## config.mk

```make
export PLATFORM = sky130hd
export DESIGN_NAME = state_serializer
export DESIGN_NICKNAME = d
export VERILOG_FILES = /design/src/rtl/state_serializer.sv
export SDC_FILE = /design/constraint.sdc
export NUM_CORES = 1
export LEC_CHECK = 0
export ABC_CLOCK_PERIOD_IN_PS = 1380
export BUFFER_PORTS_ARGS = -buffer_cell sky130_fd_sc_hd__buf_2
export CAP_MARGIN = 20
export CORE_AREA = 2 2 114 116
export DETAILED_ROUTE_END_ITERATION = 6
export DIE_AREA = 0 0 116 118
export PLACE_DENSITY_LB_ADDON = 0.15
export SETUP_SLACK_MARGIN = 0.3
export SLEW_MARGIN = 20
export SYNTH_ARGS = -nofsm -noshare
export SYNTH_HDL_FRONTEND = slang
export SYNTH_SLANG_ARGS = --single-unit
```

## constraint.sdc

```tcl
create_clock -name clk -period 1.38 [get_ports clk]
set_input_delay 0.069 -clock clk [delete_from_list [all_inputs] [get_ports clk]]
set_output_delay 0.069 -clock clk [all_outputs]
set_load 0.1 [all_outputs]
```

## src/rtl/state_serializer.sv

```systemverilog
// Captures a SIZE-bit block in one cycle and streams it MSB word first as BUS-bit words.
// Word 0 is valid the cycle after load; dout_ready low stalls, data_in_ready is low while a block is in flight.
module state_serializer #(
  parameter int SIZE = 128,
  parameter int BUS  = 32
) (
  input  logic            clk,
  input  logic            rst,
  input  logic [SIZE-1:0] data_in,
  input  logic            data_in_valid,
  output logic            data_in_ready,
  output logic [BUS-1:0]  dout,
  output logic            dout_valid,
  input  logic            dout_ready,
  output logic            dout_last,
  output logic            busy
);

  localparam int WORDS = SIZE / BUS;
  localparam int CW    = (WORDS > 1) ? $clog2(WORDS) : 1;

  localparam logic [0:0] ST_IDLE = 1'b0;
  localparam logic [0:0] ST_SEND = 1'b1;

  logic [0:0]      state_q, state_d;
  logic [SIZE-1:0] sr_q, sr_d;
  logic [CW-1:0]   cnt_q, cnt_d;
  logic            cnt_last;

  assign cnt_last = (cnt_q == CW'(WORDS - 1));

  always_comb begin
    state_d = state_q;
    sr_d    = sr_q;
    cnt_d   = cnt_q;
    case (state_q)
      ST_IDLE: begin
        if (data_in_valid) begin
          sr_d    = data_in;
          cnt_d   = '0;
          state_d = ST_SEND;
        end
      end
      default: begin
        if (dout_ready) begin
          if (cnt_last) begin
            // Clear at block end so no share data lingers in the register.
            sr_d    = '0;
            cnt_d   = '0;
            state_d = ST_IDLE;
          end else begin
            sr_d  = sr_q << BUS;
            cnt_d = cnt_q + CW'(1);
          end
        end
      end
    endcase
  end

  always_ff @(posedge clk) begin
    if (rst) begin
      state_q <= ST_IDLE;
      sr_q    <= '0;
      cnt_q   <= '0;
    end else begin
      state_q <= state_d;
      sr_q    <= sr_d;
      cnt_q   <= cnt_d;
    end
  end

  assign dout          = sr_q[SIZE-1 -: BUS];
  assign dout_valid    = (state_q == ST_SEND);
  assign busy          = dout_valid;
  assign data_in_ready = (state_q == ST_IDLE);
  assign dout_last     = dout_valid && cnt_last;

endmodule
```

==> results of run 1 <==
==> metal layers <==
metal | overflow | global-route usage
met5 | 0 | 0.0235
met4 | 1 | 0.696
met3 | 0 | 0.512
met2 | 2 | 0.886
met1 | 0 | 0.701
==> Yosys cell counts (all sizes together) <==
master,count
clkbuf,32
a22oi,32
nor2,131
mux2i,1
o22ai,96
nor2b,97
nand2,1
a211oi,1
buf,65
a32oi,1
dfxtp,131
ha,1
nand2b,1
and2,1
mux2,2
inv,1
nor3,96
==> cell families after synthesis <==
| kind of cell | Yosys count | share of synthesized area |
|---|---|---|
| simple gates | 327 | 0.280 |
| flops | 131 | 0.460 |
| compound gates | 130 | 0.150 |
| buf+inv | 98 | 0.101 |
| mux | 3 | 0.00702 |
| fa+ha+maj | 1 | 0.00219 |
==> through the flow <==
stage,hold slack (ns),setup TNS [ns],setup WS (ns),std cells
floorplan,0.154,-12.03,-0.172,690
CTS,0.000672,-0.437,-0.0515,1124
global placement,0.317,0,0.107,952
detailed placement,0.328,0,0.0359,952
==> what timing repair did <==
action / in CTS
pin swaps: 43
gates resized for setup: 345
gates cloned: 25
hold buffers: 91
setup buffers: 24
hold endpoints to repair: 91
setup endpoints to repair: 166
==> metrics.csv, run 1 <==
metric;value;unit
outcome;did not finish;
stage where the flow stopped;5_1_grt;
Tool Error;[ERROR GRT-0232] Routing congestion too high. Check the congestion heatmap in the GUI.;
Syn Nets;823;
dpl cell area;0.00656;mm^2
TritonCTS Sinks;131;
CTS Buf Count;17;
synthesized area;0.00570;mm^2
library cells used by synthesis;21;
Yosys top cell area share;0.460;
Synth area leaders;dfxtp_1 46%, nor2b_1 11%, o22ai_1 11%;
buffers added on ports;167;
width of the chip;116;um
HPWL after DPL;10000;um
GP Congestion;0.802;
H-tree levels;4;
std cell rows;41;
Top Ports;168;
GR Overflow Total;3;
Seq/Total Area, Yosys;0.460;
Worst endpoint, post-GRT repair;dout_last;
Starting Density;0.459;
pin count of the biggest net entering global routing;41;
Worst EP Category;top-level output;
clock tree buffer depth;2;
register bit total from synthesis;131;
Synth Instances;690;
Synth area leader;dfxtp_1;
initial antenna violation count;7;
Avg Cell Area, Syn;8.26;um^2
Die Height;118;um
Yosys warning count;0;
Root Buffer;clkbuf_16;
Total GRT Usage;0.697;
==> inputs of run 2 (changes only) <==
Settings changed: ABC_CLOCK_PERIOD_IN_PS 1380 to 1800, CORE_AREA 2 2 114 116 to 2 2 131 133, DIE_AREA 0 0 116 118 to 0 0 133 135, SETUP_SLACK_MARGIN 0.3 to unset.
Clock period 1.38 ns to 1.8 ns, I/O delays scaled along.
==> metrics.csv, run 2 <==
metric;value;unit
die area;0.0180;mm^2
hold path endpoint;sr_q[108]$_SDFFE_PP0P_;
max FFs per register;128;
Setup violations, final;0;
dpl cell area;0.00654;mm^2
n_diodes;0;
Root Buffer;clkbuf_16;
HPWL after DPL;10700;um
Final #Nets;960;
crit start category;register;
Final min period;1.67;ns
max incr delay on CP;0.38;ns
Design Area, Final;0.00753;mm^2
R2R Path Start;busy$_SDFF_PP0_;
Crit Path Max Fanout;25;
later-pin clock latency in the skew report;0.41;ns
Critical Path End Type;primary output;
Reg clk slew, reported paths;0.06;ns
Yosys top cell area share;0.460;
Syn Nets;823;
pin count of the biggest net entering global routing;56;
Synth area leaders;dfxtp_1 46%, nor2b_1 11%, o22ai_1 11%;
top cells by count, synth;131 x dfxtp_1, 131 x nor2_1, 97 x nor2b_1, 96 x nor3_1, 96 x o22ai_1;
Final TNS setup;0;ns
Setup WS post-layout;0.127;ns
number of fill cells;1621;
most common cell after layout, fill and taps aside;buf_2;
TritonCTS Sinks;131;
flip-flop and latch area;0.00262;mm^2
Worst slew margin;0.509;
CTS Buf Count;17;
Tcrit/Tclk final;0.929;
buffers added on ports;167;
leakage power;3.32;nW
multi-input logic area;0.00255;mm^2
Hold Slack;0.0191;ns
library cells used by synthesis;21;
RSZ-0062 raised after global routing;no;
Crit Reg-Reg Endpoint;sr_q[39]$_SDFFE_PP0P_;
Synth Flop Type;dfxtp_1;
drt pass-1 iters;5;
final max-slew violation count;0;
maxcap violations;0;
core box area;0.0164;mm^2
outcome;completed;
clock tree buffer depth;2;
via count;5136;
CP max-delay cell;dfxtp_1;
r2r setup slk;0.18;ns
max layer used;met4;
Hold Startpoint;data_in[108];
hold depth;3;
Worst Setup SP;cnt_q[0]$_SDFFE_PP0P_;
Post-synth EDFFs;0;
Setup Skew;0.00770;ns
worst reg2reg path depth;4;
critical path type;register to primary output;
initial antenna violation count;0;
CP cell instances;ha_4 -> and2_2 -> buf_12;
Post-CTS Setup Bufs;0;
Post-CTS Hold Buffers;33;
Achievable Freq;598;MHz
Seq/Total Area, Yosys;0.460;
register with the most flip-flops;sr_q;
vias per cell;4.85;
worst endpoint required time;1.71;ns
overall power;8.70;mW
detailed-route DRC error count;0;
Top Ports;168;
width of the chip;133;um
GR Overflow Total;0;
post_cts resized;0;
Die Height;135;um
routed length per instance;14.8;um
CTS tree;built;
P&R area growth vs syn;32.0;%
met2 wire len;6900;um
Fin. Hold Viols;0;
register bit total from synthesis;131;
Synth Instances;690;
Synth area leader;dfxtp_1;
Worst VDD drop;0.634;mV
routed wl met3;823;um
first-pass GRT wire length;25100;um
H-tree levels;4;
Starting Density;0.348;
initial drt markers;285;
most frequent cells in the layout;165 x buf_2, 131 x nor2_1, 130 x dfxtp_1;
Detail Route Antenna Nets;0;
Yosys warning count;0;
synthesized area;0.00570;mm^2
DP Worst Slack;0.205;ns
Avg Cell Area, Syn;8.26;um^2
critical path arrival;1.58;ns
post-synthesis async set-or-reset flop share;0;
pwr dens;1160;mW/mm^2
share of cells above drive strength 1;0.262;
vias in the first global route;4868;
Post-Route WL;15700;um
Total GRT Usage;0.178;
Worst Hold Class;primary input to register;
GP Congestion;0.761;
met1 WL;7800;um
slew of the pin with the lowest slew margin;0.735;ns
std cell rows;47;
[run 2: worst max-delay path by stage]
stage	endpoint	slack, ns	depth (start not counted)
floorplan	sr_q[75]$_SDFFE_PP0P_	0.06	6
global placement	sr_q[23]$_SDFFE_PP0P_	0.03	3
detailed placement	sr_q[39]$_SDFFE_PP0P_	0.21	4
CTS	dout_last	0.09	3
global route	sr_q[68]$_SDFFE_PP0P_	0.02	4
finish	dout_last	0.13	3
[run 2: report_power, final]
group / switching [mW] / internal [mW]
sequential: 0.120 / 3.15
combinational: 1.08 / 0.565
clock: 1.23 / 2.56
[run 2: worst max-delay path, delay by kind of cell, from the launching register on]
| kind | cells | cell delay [ns] |
|---|---|---|
| and+or+nand+nor | 1 | 0.24 |
| adders and majority gates | 1 | 0.36 |
| buffers and inverters | 1 | 0.18 |
| DFF | 1 | 0.38 |
[run 2: per-stage QoR]
step / util / cells
final: 0.459 / 1060
after global routing: 0.459 / 1060
after floorplan: - / 690
after detailed placement: 0.399 / 995
after CTS: 0.459 / 1060
after global placement: 0.399 / 995
[run 2: cell type report]
cell class / instances / share of cell area
Tap cell: 220 / 0.0366
Timing Repair Buffer: 215 / 0.189
Clock inverter: 9 / 0.0233
Sequential cell: 131 / 0.349
Inverter: 1 / 0.000499
Clock buffer: 23 / 0.0635
Multi-Input combinational cell: 461 / 0.339
[run 2: per-layer routing]
| layer | GRT usage | vias up |
|---|---|---|
| li1 | - | 2644 |
| met3 | 0.0383 | 19 |
| met4 | 0.0627 | 0 |
| met1 | 0.251 | 2325 |
| met2 | 0.267 | 148 |
| met5 | 0 | - |
[run 2: logic make-up (layout without fill, tap and decap cells)]
family,count (synthesis),in the layout,share of synthesized area
flip-flops,131,131,0.460
buffers and inverters,98,248,0.101
multiplexers,3,3,0.00702
adder cells (fa/ha/maj),1,1,0.00219
AND/OR/NAND/NOR,327,327,0.280
AO/OA/AOI/OAI,130,130,0.150
Power figures use the tool's default switching activity.
==> inputs of run 3 (changes only) <==
Settings changed: CORE_AREA 2 2 131 133 to 2 2 94 186, DIE_AREA 0 0 133 135 to 0 0 96 188.
==> metrics.csv, run 3 (synthesis gave the netlist of run 2 again) <==
metric;value;unit
number of fill cells;1719;
flip-flop and latch area;0.00262;mm^2
std cell rows;67;
Top Ports;168;
Starting Density;0.342;
width of the chip;96;um
Total GRT Usage;0.175;
max FFs per register;128;
pin count of the biggest net entering global routing;63;
detailed-route DRC error count;0;
met1 WL;6620;um
Final #Nets;961;
die area;0.0180;mm^2
Worst VDD drop;0.631;mV
Final min period;1.67;ns
initial drt markers;290;
outcome;completed;
Fin. Hold Viols;0;
Achievable Freq;597;MHz
routed length per instance;15.1;um
Worst Hold Class;primary input to register;
RSZ-0062 raised after global routing;no;
Final TNS setup;0;ns
critical path arrival;1.58;ns
TritonCTS Sinks;131;
most common cell after layout, fill and taps aside;buf_2;
leakage power;3.28;nW
non-filler cells, final;1047;
later-pin clock latency in the skew report;0.41;ns
max layer used;met4;
most frequent cells in the layout;165 x buf_2, 131 x nor2_1, 130 x dfxtp_1;
cell count after placement;981;
P&R area growth vs syn;29.6;%
critical path type;register to primary output;
H-tree levels;4;
delay-heaviest family, CP;flip-flops;
HPWL after DPL;10400;um
share of cells above drive strength 1;0.260;
Worst Path Buf+Inv;2;
register with the most flip-flops;sr_q;
CP max-delay cell;dfxtp_1;
DP Worst Slack;0.311;ns
Core Util, Final;0.443;
met2 wire len;7950;um
buffers added on ports;167;
vias per cell;4.97;
GR Overflow Total;0;
CTS Buf Count;17;
GP Congestion;0.772;
max incr delay on CP;0.38;ns
CTS tree;built;
first-pass GRT wire length;24800;um
via count;5202;
Setup WS post-layout;0.126;ns
core box area;0.0167;mm^2
worst endpoint required time;1.71;ns
overall power;8.06;mW
crit start category;register;
Critical Path End Type;primary output;
pwr dens;1090;mW/mm^2
Post-Route WL;15800;um
clock tree buffer depth;2;
Setup Skew;0.00783;ns
Setup violations, final;0;
final max-slew violation count;0;
maxcap violations;0;
Detail Route Antenna Nets;0;
Tcrit/Tclk final;0.930;
slew of the pin with the lowest slew margin;0.736;ns
CP cell instances;ha_4 -> buf_16 -> and2_2 -> buf_12;
vias in the first global route;5077;
multi-input logic area;0.00255;mm^2
Worst slew margin;0.508;
routed wl met3;898;um
Reg clk slew, reported paths;0.05;ns
Root Buffer;clkbuf_16;
initial antenna violation count;2;
drt pass-1 iters;4;
Die Height;188;um
Post-CTS Setup Bufs;0;
Crit Path Max Fanout;31;
[run 3: cell types whose count changed in the layout (fill, tap and decap cells not counted), moves of 2 or more]
cell        before  now
bufinv_16        5    1
clkinv_2         2    5
buf_4            6    9
clkinvlp_4       2    0
diode_2          0    2
buf_12          11    6
[run 3: power breakdown]
group          internal, mW  switching, mW  total, mW
clock                  2.01           1.18       3.19
combinational         0.553           1.06       1.62
sequential             3.15          0.116       3.26
[run 3: metrics by stage]
stage | hold slack [ns] | cell area (um^2)
final | 0.0189 | 7390
after global routing | 0.0178 | 7390
after CTS | 0.00324 | 7350
after detailed placement | 0.343 | 6470
after global placement | 0.335 | 6460
after floorplan | 0.178 | 5700
[run 3: repair_timing]
| item | CTS | global route |
|---|---|---|
| endpoints found under the hold margin | 34 | 0 |
| endpoints found under the setup margin | 0 | 1 |
| hold buffers | 34 | 0 |
| resized for setup | 0 | 1 |
[run 3: worst paths after layout]
kind | startpoint | endpoint | slack [ns] | depth (start not counted)
setup / recovery | cnt_q[0]$_SDFFE_PP0P_ | dout_last | 0.13 | 4
hold / removal | data_in_valid | busy$_SDFF_PP0_ | 0.02 | 3
setup reg to reg | busy$_SDFF_PP0_ | sr_q[9]$_SDFFE_PP0P_ | 0.31 | 5
hold reg to reg | sr_q[111]$_SDFFE_PP0P_ | sr_q[111]$_SDFFE_PP0P_ | 0.48 | 2
[run 3: layout make-up]
| cell class | count | area share |
|---|---|---|
| clock buffers | 23 | 0.0660 |
| flip-flops and latches | 131 | 0.355 |
| inverters | 1 | 0.000508 |
| clock inverters | 6 | 0.00745 |
| well taps | 207 | 0.0350 |
| repair buffers | 216 | 0.190 |
| multi-input cells | 461 | 0.345 |
| diodes | 2 | 0.000677 |
[run 3: worst min-delay path, stage by stage]
cell and delay (ns):
buf_2 0.15, nor2_1 0.09, a211oi_1 0.05
[run 3: routing by layer]
| layer | global-route usage | up-vias |
|---|---|---|
| met5 | 0 | - |
| met4 | 0.0720 | 0 |
| met3 | 0.0434 | 20 |
| met2 | 0.288 | 163 |
| met1 | 0.212 | 2379 |
| li1 | - | 2640 |
